$ cat src/rtl/abh_pkg.sv
// abh_pkg: shared constants for the address-bus-high stage.
//   - ABH_* : high-address operation codes carried in the microcode word,
//             kept next to the address-low op codes of the core.
//   - *_PAGE: fixed page numbers selected by the constant ops.
//   - page_cross(): next value of the PX condition flag.
package abh_pkg;

    localparam logic [2:0] ABH_PC   = 3'b000;  // restore from PCH
    localparam logic [2:0] ABH_STK  = 3'b001;  // stack page
    localparam logic [2:0] ABH_VEC  = 3'b010;  // vector page
    localparam logic [2:0] ABH_KEEP = 3'b011;  // stay / next page
    localparam logic [2:0] ABH_ZP   = 3'b100;  // zero page
    localparam logic [2:0] ABH_DB   = 3'b101;  // high operand on data bus
    localparam logic [2:0] ABH_AHH  = 3'b110;  // held high operand
    localparam logic [2:0] ABH_REL  = 3'b111;  // relative branch

    localparam logic [7:0] ZERO_PAGE   = 8'h00;
    localparam logic [7:0] STACK_PAGE  = 8'h01;
    localparam logic [7:0] VECTOR_PAGE = 8'hFF;

    // Indexed modes cross a page exactly when the low adder carries; a
    // branch crosses when the new high byte differs from the current one,
    // which covers both forward and backward cases. Every other op is a
    // plain page selection and never reports a cross.
    function automatic logic page_cross(input logic [2:0] op,
                                        input logic       ci,
                                        input logic [7:0] adh,
                                        input logic [7:0] abh);
        logic px;
        px = 1'b0;
        case (op)
            ABH_DB, ABH_AHH: px = ci;
            ABH_REL:         px = (adh != abh);
            default:         px = 1'b0;
        endcase
        return px;
    endfunction

endpackage

$ cat src/rtl/abh_if.sv
// abh_if: microcode/bus-side signals of the address-bus-high stage.
//   Inputs to the stage : rdy, CI, DB[7:0], op[2:0], ld_ahh, ld_pc, pcl_co
//   Outputs of the stage: ADH[7:0] (combinational), ABH[7:0], PCH[7:0], PX
//   master: the sequencer / address-low side driving the stage
//   slave : the abh stage itself
interface abh_if;

    logic       rdy;
    logic       CI;
    logic [7:0] DB;
    logic [2:0] op;
    logic       ld_ahh;
    logic       ld_pc;
    logic       pcl_co;
    logic [7:0] ADH;
    logic [7:0] ABH;
    logic [7:0] PCH;
    logic       PX;

    modport master (
        output rdy, CI, DB, op, ld_ahh, ld_pc, pcl_co,
        input  ADH, ABH, PCH, PX
    );

    modport slave (
        input  rdy, CI, DB, op, ld_ahh, ld_pc, pcl_co,
        output ADH, ABH, PCH, PX
    );

endinterface

$ cat src/rtl/abh_add.sv
// abh_add: next high address generator.
//   op[2:0]  : high-address operation (ABH_* codes)
//   CI       : carry from the address-low adder (late arriving)
//   DB[7:0]  : data bus
//   AHH, ABH, PCH : current hold register, address high, PC high
//   ADH[7:0] : next high address, modulo 256
module abh_add
    import abh_pkg::*;
(
    input  logic [2:0] op,
    input  logic       CI,
    input  logic [7:0] DB,
    input  logic [7:0] AHH,
    input  logic [7:0] ABH,
    input  logic [7:0] PCH,
    output logic [7:0] ADH
);

    logic [7:0] base;
    logic [7:0] ext;
    logic       ci_use;
    logic [7:0] pre_sum;

    always_comb begin
        base   = PCH;
        ext    = 8'h00;
        ci_use = 1'b0;
        case (op)
            ABH_PC:   base = PCH;
            ABH_STK:  base = STACK_PAGE;
            ABH_VEC:  base = VECTOR_PAGE;
            ABH_KEEP: begin base = ABH; ci_use = 1'b1; end
            ABH_ZP:   base = ZERO_PAGE;
            ABH_DB:   begin base = DB;  ci_use = 1'b1; end
            ABH_AHH:  begin base = AHH; ci_use = 1'b1; end
            ABH_REL:  begin
                base   = ABH;
                ext    = {8{DB[7]}};
                ci_use = 1'b1;
            end
            default:  base = PCH;
        endcase
    end

    // Base and sign extension are summed first so the late CI only passes
    // through the final incrementing add.
    assign pre_sum = base + ext;
    assign ADH     = pre_sum + {7'b0, CI & ci_use};

endmodule

$ cat src/rtl/inc8.sv
// inc8: 8-bit conditional incrementer, Y = A + CI modulo 256.
//   A  : operand
//   CI : increment request
//   Y  : result (carry out discarded)
module inc8 (
    input  logic [7:0] A,
    input  logic       CI,
    output logic [7:0] Y
);

    assign Y = A + {7'b0, CI};

endmodule

$ cat src/rtl/reg8.sv
// reg8: 8-bit register primitive with synchronous active-high reset and
// load enable. Reset has priority over the enable.
//   clk, RST, EN : clock, reset, load enable
//   D / Q        : data in / registered data out
module reg8 (
    input  logic       clk,
    input  logic       RST,
    input  logic       EN,
    input  logic [7:0] D,
    output logic [7:0] Q
);

    always_ff @(posedge clk) begin
        if (RST)
            Q <= 8'h00;
        else if (EN)
            Q <= D;
    end

endmodule

$ cat src/rtl/abh.sv
// abh: address-bus-high stage of the microcoded 65C02 core.
//   clk  : core clock, rising edge
//   RST  : synchronous active-high reset, clears every register
//   bus  : abh_if.slave
//          in : rdy, CI, DB, op, ld_ahh, ld_pc, pcl_co
//          out: ADH (combinational next high address), ABH (registered),
//               PCH (program counter high), PX (registered page cross)
module abh
    import abh_pkg::*;
(
    input  logic  clk,
    input  logic  RST,
    abh_if.slave  bus
);

    logic [7:0] adh;
    logic [7:0] abh_q;
    logic [7:0] ahh_q;
    logic [7:0] pch_q;
    logic [7:0] pch_d;
    logic       px_d;
    logic       px_q;

    abh_add u_add (
        .op  (bus.op),
        .CI  (bus.CI),
        .DB  (bus.DB),
        .AHH (ahh_q),
        .ABH (abh_q),
        .PCH (pch_q),
        .ADH (adh)
    );

    reg8 u_abh_reg (
        .clk (clk),
        .RST (RST),
        .EN  (bus.rdy),
        .D   (adh),
        .Q   (abh_q)
    );

    // AHH is loaded regardless of rdy; the microcode only asserts ld_ahh
    // in cycles where the data bus is valid.
    reg8 u_ahh_reg (
        .clk (clk),
        .RST (RST),
        .EN  (bus.ld_ahh),
        .D   (bus.DB),
        .Q   (ahh_q)
    );

    // PCH follows the pre-edge ABH so it stays aligned with PCL, which the
    // address-low stage updates on the same edge.
    inc8 u_pch_inc (
        .A  (abh_q),
        .CI (bus.pcl_co),
        .Y  (pch_d)
    );

    reg8 u_pch_reg (
        .clk (clk),
        .RST (RST),
        .EN  (bus.ld_pc),
        .D   (pch_d),
        .Q   (pch_q)
    );

    assign px_d = page_cross(bus.op, bus.CI, adh, abh_q);

    always_ff @(posedge clk) begin
        if (RST)
            px_q <= 1'b0;
        else if (bus.rdy)
            px_q <= px_d;
    end

    assign bus.ADH = adh;
    assign bus.ABH = abh_q;
    assign bus.PCH = pch_q;
    assign bus.PX  = px_q;

endmodule

$ cat src/flat_wrapper.sv
// flat-port wrapper written by rule: the top's interface ports become plain ports
module abh_flat import abh_pkg::*;
  (clk, RST, bus_rdy, bus_CI, bus_DB, bus_op, bus_ld_ahh, bus_ld_pc, bus_pcl_co, bus_ADH, bus_ABH, bus_PCH, bus_PX);
  abh_if bus_i ();
  input  logic clk;
  input  logic RST;
  input wire logic [$bits(bus_i.rdy)-1:0] bus_rdy;
  input wire logic [$bits(bus_i.CI)-1:0] bus_CI;
  input wire logic [$bits(bus_i.DB)-1:0] bus_DB;
  input wire logic [$bits(bus_i.op)-1:0] bus_op;
  input wire logic [$bits(bus_i.ld_ahh)-1:0] bus_ld_ahh;
  input wire logic [$bits(bus_i.ld_pc)-1:0] bus_ld_pc;
  input wire logic [$bits(bus_i.pcl_co)-1:0] bus_pcl_co;
  output wire logic [$bits(bus_i.ADH)-1:0] bus_ADH;
  output wire logic [$bits(bus_i.ABH)-1:0] bus_ABH;
  output wire logic [$bits(bus_i.PCH)-1:0] bus_PCH;
  output wire logic [$bits(bus_i.PX)-1:0] bus_PX;
  assign bus_i.rdy = bus_rdy;
  assign bus_i.CI = bus_CI;
  assign bus_i.DB = bus_DB;
  assign bus_i.op = bus_op;
  assign bus_i.ld_ahh = bus_ld_ahh;
  assign bus_i.ld_pc = bus_ld_pc;
  assign bus_i.pcl_co = bus_pcl_co;
  assign bus_ADH = bus_i.ADH;
  assign bus_ABH = bus_i.ABH;
  assign bus_PCH = bus_i.PCH;
  assign bus_PX = bus_i.PX;
  abh u_core (.clk(clk), .RST(RST), .bus(bus_i));
endmodule
$ cat config.mk
export PLATFORM = sky130hd
export DESIGN_NAME = abh_flat
export DESIGN_NICKNAME = d
export VERILOG_FILES = /design/src/rtl/abh_pkg.sv /design/src/rtl/abh_if.sv /design/src/rtl/abh_add.sv /design/src/rtl/inc8.sv /design/src/rtl/reg8.sv /design/src/rtl/abh.sv /design/src/flat_wrapper.sv
export SDC_FILE = /design/constraint.sdc
export NUM_CORES = 1
export LEC_CHECK = 0
export ABC_AREA = 1
export BUFFER_PORTS_ARGS = -buffer_cell sky130_fd_sc_hd__buf_2
export CORE_ASPECT_RATIO = 1.75
export CORE_MARGIN = 2
export CORE_UTILIZATION = 25
export CTS_CLUSTER_SIZE = 8
export DETAILED_ROUTE_END_ITERATION = 10
export SYNTH_ARGS = -nofsm -noshare
export SYNTH_HDL_FRONTEND = slang
export SYNTH_SLANG_ARGS = --single-unit
$ cat constraint.sdc
create_clock -name clk -period 4.55 [get_ports clk]
set_input_delay 0.91 -clock clk [delete_from_list [all_inputs] [get_ports clk]]
set_output_delay 0.91 -clock clk [all_outputs]
set_load 0.01 [all_outputs]
==> metrics.txt <==
# TYPE chip_impl_metric gauge
chip_impl_info{name="critPathTopFamily",value="adder cells"} 1
chip_impl_metric{name="proportion_of_synthesized_chip_area_in_sequential_cells",unit="%"} 27.32
chip_impl_metric{name="post-route-drc-count",unit=""} 0
chip_impl_metric{name="unique_masters_post_synth",unit=""} 25
chip_impl_metric{name="postRouteWirelength",unit="um"} 5766
chip_impl_info{name="worstReg2RegStart",value="u_core.u_abh_reg.Q[0]$_SDFFE_PP0P_"} 1
chip_impl_metric{name="postCtsSetupRepairBufs",unit=""} 0
chip_impl_metric{name="cts_resized",unit=""} 0
chip_impl_metric{name="tns",unit="ns"} 0
chip_impl_metric{name="crit_required",unit="ns"} 3.64
chip_impl_metric{name="post_cts_hold_buffer_count",unit=""} 0
chip_impl_metric{name="power_dens_cells",unit="mW/mm2"} 287.6
chip_impl_metric{name="gate_count_of_the_mapped_netlist",unit=""} 290
chip_impl_metric{name="synthDominantCellAreaShare",unit="%"} 27.32
chip_impl_metric{name="finalNetCount",unit=""} 363
chip_impl_metric{name="first_pass_grt_wire_length",unit="um"} 9508
chip_impl_metric{name="post_detailed_route_wirelength_per_cell",unit="um"} 13.73
chip_impl_metric{name="post-layout-total-power",unit="uW"} 641.9
chip_impl_info{name="grt_setup_unrepaired",value="false"} 1
chip_impl_metric{name="groute.usage.overall",unit="%"} 15.85
chip_impl_metric{name="fp.coreArea",unit="mm2"} 0.007182
chip_impl_metric{name="timing.critical_path.fanout_max",unit=""} 5
chip_impl_metric{name="cp_slowest_stage_delay",unit="ns"} 0.46
chip_impl_info{name="synth_largest_area_cell",value="sky130_fd_sc_hd__dfxtp_1"} 1
chip_impl_metric{name="place_hpwl",unit="um"} 4798
chip_impl_metric{name="path_buf_inv",unit=""} 7
chip_impl_metric{name="ant_nets",unit=""} 0
chip_impl_metric{name="cts.reportedPaths.clkPinSlew",unit="ns"} 0.06
chip_impl_info{name="timing.setup.critical_path_class",value="primary input to output pin"} 1
chip_impl_metric{name="fin_worst_skew",unit="ns"} 0.005817
chip_impl_metric{name="cts_buffers",unit=""} 3
chip_impl_info{name="hold_class",value="flop to flop"} 1
chip_impl_metric{name="ir_drop_worst_case_vdd",unit="V"} 0.0001069
chip_impl_metric{name="pin_count_of_the_biggest_net_entering_global_routing",unit=""} 19
chip_impl_info{name="critical_path.startpoint_type",value="primary input"} 1
chip_impl_metric{name="worst_reg2reg_setup_slack",unit="ns"} 1.63
chip_impl_metric{name="finalSetupViolCount",unit=""} 0
chip_impl_metric{name="min_path_cells",unit=""} 2
chip_impl_metric{name="final_min_period_over_clock_period",unit="%"} 91.98
chip_impl_info{name="cts_tree",value="built"} 1
chip_impl_metric{name="io_buffer_count",unit=""} 42
chip_impl_metric{name="area_growth",unit="%"} 21.86
chip_impl_metric{name="first_global_vias",unit=""} 2059
chip_impl_metric{name="antennaDiodeCount",unit=""} 0
chip_impl_info{name="critical_path.endpoint_type",value="output pin"} 1
chip_impl_metric{name="post-route-min-period",unit="ns"} 4.185
chip_impl_metric{name="rr_worst_depth",unit=""} 15
chip_impl_metric{name="number_of_antenna_violations_at_the_first_check_in_global_routing",unit=""} 0
chip_impl_metric{name="finalWeightedCongestion",unit=""} 0.8408
chip_impl_info{name="hold_path_startpoint",value="u_core.u_ahh_reg.Q[7]$_SDFFE_PP0P_"} 1
chip_impl_metric{name="htree_num_levels",unit=""} 1
chip_impl_metric{name="die_x",unit="um"} 68.71
chip_impl_metric{name="via_count",unit=""} 1975
chip_impl_info{name="crit_path_cell_trace",value="buf_2, inv_2, nor3_1, buf_4, inv_1, o21ai_1, o22ai_1, fa_1, fa_1, inv_1, nand3_1, nand2_1, nand2_1, nand2_1, inv_1, buf_2"} 1
chip_impl_metric{name="maxSlewViolCount",unit=""} 0
chip_impl_metric{name="overall_die_area",unit="mm2"} 0.008055
chip_impl_metric{name="drive_above_1_share",unit="%"} 18.26
chip_impl_info{name="synthTopCellsByArea",value="sky130_fd_sc_hd__dfxtp_1, sky130_fd_sc_hd__nand2_1, sky130_fd_sc_hd__inv_1"} 1
chip_impl_metric{name="starting_density",unit="%"} 25.51
chip_impl_metric{name="power_leakage",unit="uW"} 0.001222
chip_impl_info{name="cpMaxStageDelayCell",value="sky130_fd_sc_hd__fa_1"} 1
chip_impl_metric{name="ioPinCount",unit=""} 43
chip_impl_info{name="outcome",value="completed"} 1
chip_impl_metric{name="initialDrtViolationCount",unit=""} 79
chip_impl_metric{name="finalHoldViolations",unit=""} 0
chip_impl_metric{name="tightest_slew",unit="ns"} 0.4817
chip_impl_metric{name="ctsLongestPathBuffers",unit=""} 2
chip_impl_metric{name="synthesis.area",unit="mm2"} 0.001832
chip_impl_metric{name="overflow",unit=""} 0
chip_impl_metric{name="avgViaCountPerCell",unit=""} 4.702
chip_impl_metric{name="firstDrtPassIters",unit=""} 4
chip_impl_metric{name="max-cap-violations",unit=""} 0
chip_impl_metric{name="slew_headroom",unit="%"} 67.85
chip_impl_metric{name="fmaxAchievable",unit="GHz"} 0.2389
chip_impl_metric{name="die_y",unit="um"} 117.2
chip_impl_info{name="clockRootBuffer",value="sky130_fd_sc_hd__clkbuf_16"} 1
chip_impl_info{name="r2r-end",value="u_core.bus.PX$_SDFFE_PP0P_"} 1
chip_impl_metric{name="synthesis.yosys.warnings",unit=""} 0
chip_impl_info{name="mostFrequentLayoutCell",value="sky130_fd_sc_hd__nand2_1"} 1
chip_impl_metric{name="finalHoldWorstSlack",unit="ns"} 0.5218
chip_impl_info{name="hold_end",value="u_core.u_ahh_reg.Q[7]$_SDFFE_PP0P_"} 1
chip_impl_info{name="most-common-layout-cells",value="sky130_fd_sc_hd__nand2_1, sky130_fd_sc_hd__inv_1, sky130_fd_sc_hd__buf_2"} 1
chip_impl_metric{name="postSynthAreaPerCell",unit="um2"} 6.316
chip_impl_metric{name="yosys_register_bits",unit=""} 25
chip_impl_metric{name="clk_latency",unit="ns"} 0.27
chip_impl_metric{name="cp_data_arrival_time",unit="ns"} 3.28
chip_impl_metric{name="rows",unit=""} 41
chip_impl_metric{name="synth_nets",unit=""} 318
chip_impl_metric{name="cts_sinks",unit=""} 25
## layout make-up
| cell class | instances | area, um2 |
|---|---|---|
| Tap cell | 86 | 107.6 |
| Sequential cell | 25 | 500.5 |
| Clock buffer | 4 | 78.83 |
| Multi-Input combinational cell | 203 | 1099 |
| Inverter | 57 | 214.0 |
| Fill cell | 844 | 4950 |
| Timing Repair Buffer | 45 | 232.7 |
## routing by layer
metal  vias to the layer above  global-route usage [%]  routed length [um]
met5                         -                       0                   0
met1                       875                   15.20                2012
met2                        49                   29.42                3201
li1                       1028                       -                   -
met3                        23                   1.721                 201
met4                         0                   11.90                 350
## worst max-delay path by stage
| stage | from | to | slack, ns | cells past startpoint |
|---|---|---|---|---|
| 2_1_floorplan | bus_op[2] | bus_ADH[4] | 0.76 | 12 |
| 3_3_place_gp | bus_op[2] | bus_ADH[4] | 0.38 | 16 |
| 3_5_place_dp | bus_op[2] | bus_ADH[4] | 0.37 | 16 |
| 4_1_cts | bus_op[2] | bus_ADH[4] | 0.35 | 16 |
| 5_1_grt | bus_op[2] | bus_ADH[4] | 0.14 | 16 |
| 6_report | bus_op[2] | bus_ADH[4] | 0.36 | 16 |
## state kept, by name, indices dropped and copies added, names as in the netlist
signal and cells:
u_core.bus.PX 1, u_core.u_abh_reg.Q 8, u_core.u_ahh_reg.Q 8, u_core.u_pch_reg.Q 8
## stage by stage
step                cells  worst slack [ns]  util, %  cell area [um2]
floorplan             290            0.7623        -             1832
global route          420            0.1425    31.08             2232
detailed placement    416            0.3728    29.98             2153
CTS                   420            0.3517    31.08             2232
finish                420            0.3649    31.08             2232
global placement      416            0.3806    29.98             2153
## cell families after synthesis
family	Yosys count	share of synthesized area (%)
compound gates	64	18.85
xor+xnor	9	5.055
fa+ha+maj	10	7.651
buf+inv	62	12.71
flops	25	27.32
simple gates	120	28.41
## power by group
group          leakage (uW)  internal [uW]  switching (uW)
combinational      0.000977           71.4             114
sequential         0.000207            236            17.9
clock             0.0000382            120            82.7
total               0.00122            427             215
## synthesized netlist by cell type, drive strengths merged
cell type  count
inv           57
nand2         57
o21ai         33
nor2          32
dfxtp         25
a21oi         23
nand3         22
ha             8
xor2           8
clkbuf         5
nand4          5
nor3           4
o32ai          4
fa             2
a221oi         1
a22oi          1
o21a           1
o22ai          1
xnor3          1
## tightest hold or removal path: cells and delay by family (launching register included)
kind	cells	cell delay (ns)
AND/OR/NAND/NOR	1	0.08
AO/OA/AOI/OAI	1	0.08
flip-flops	1	0.33
(Power assumes the default switching activity.)
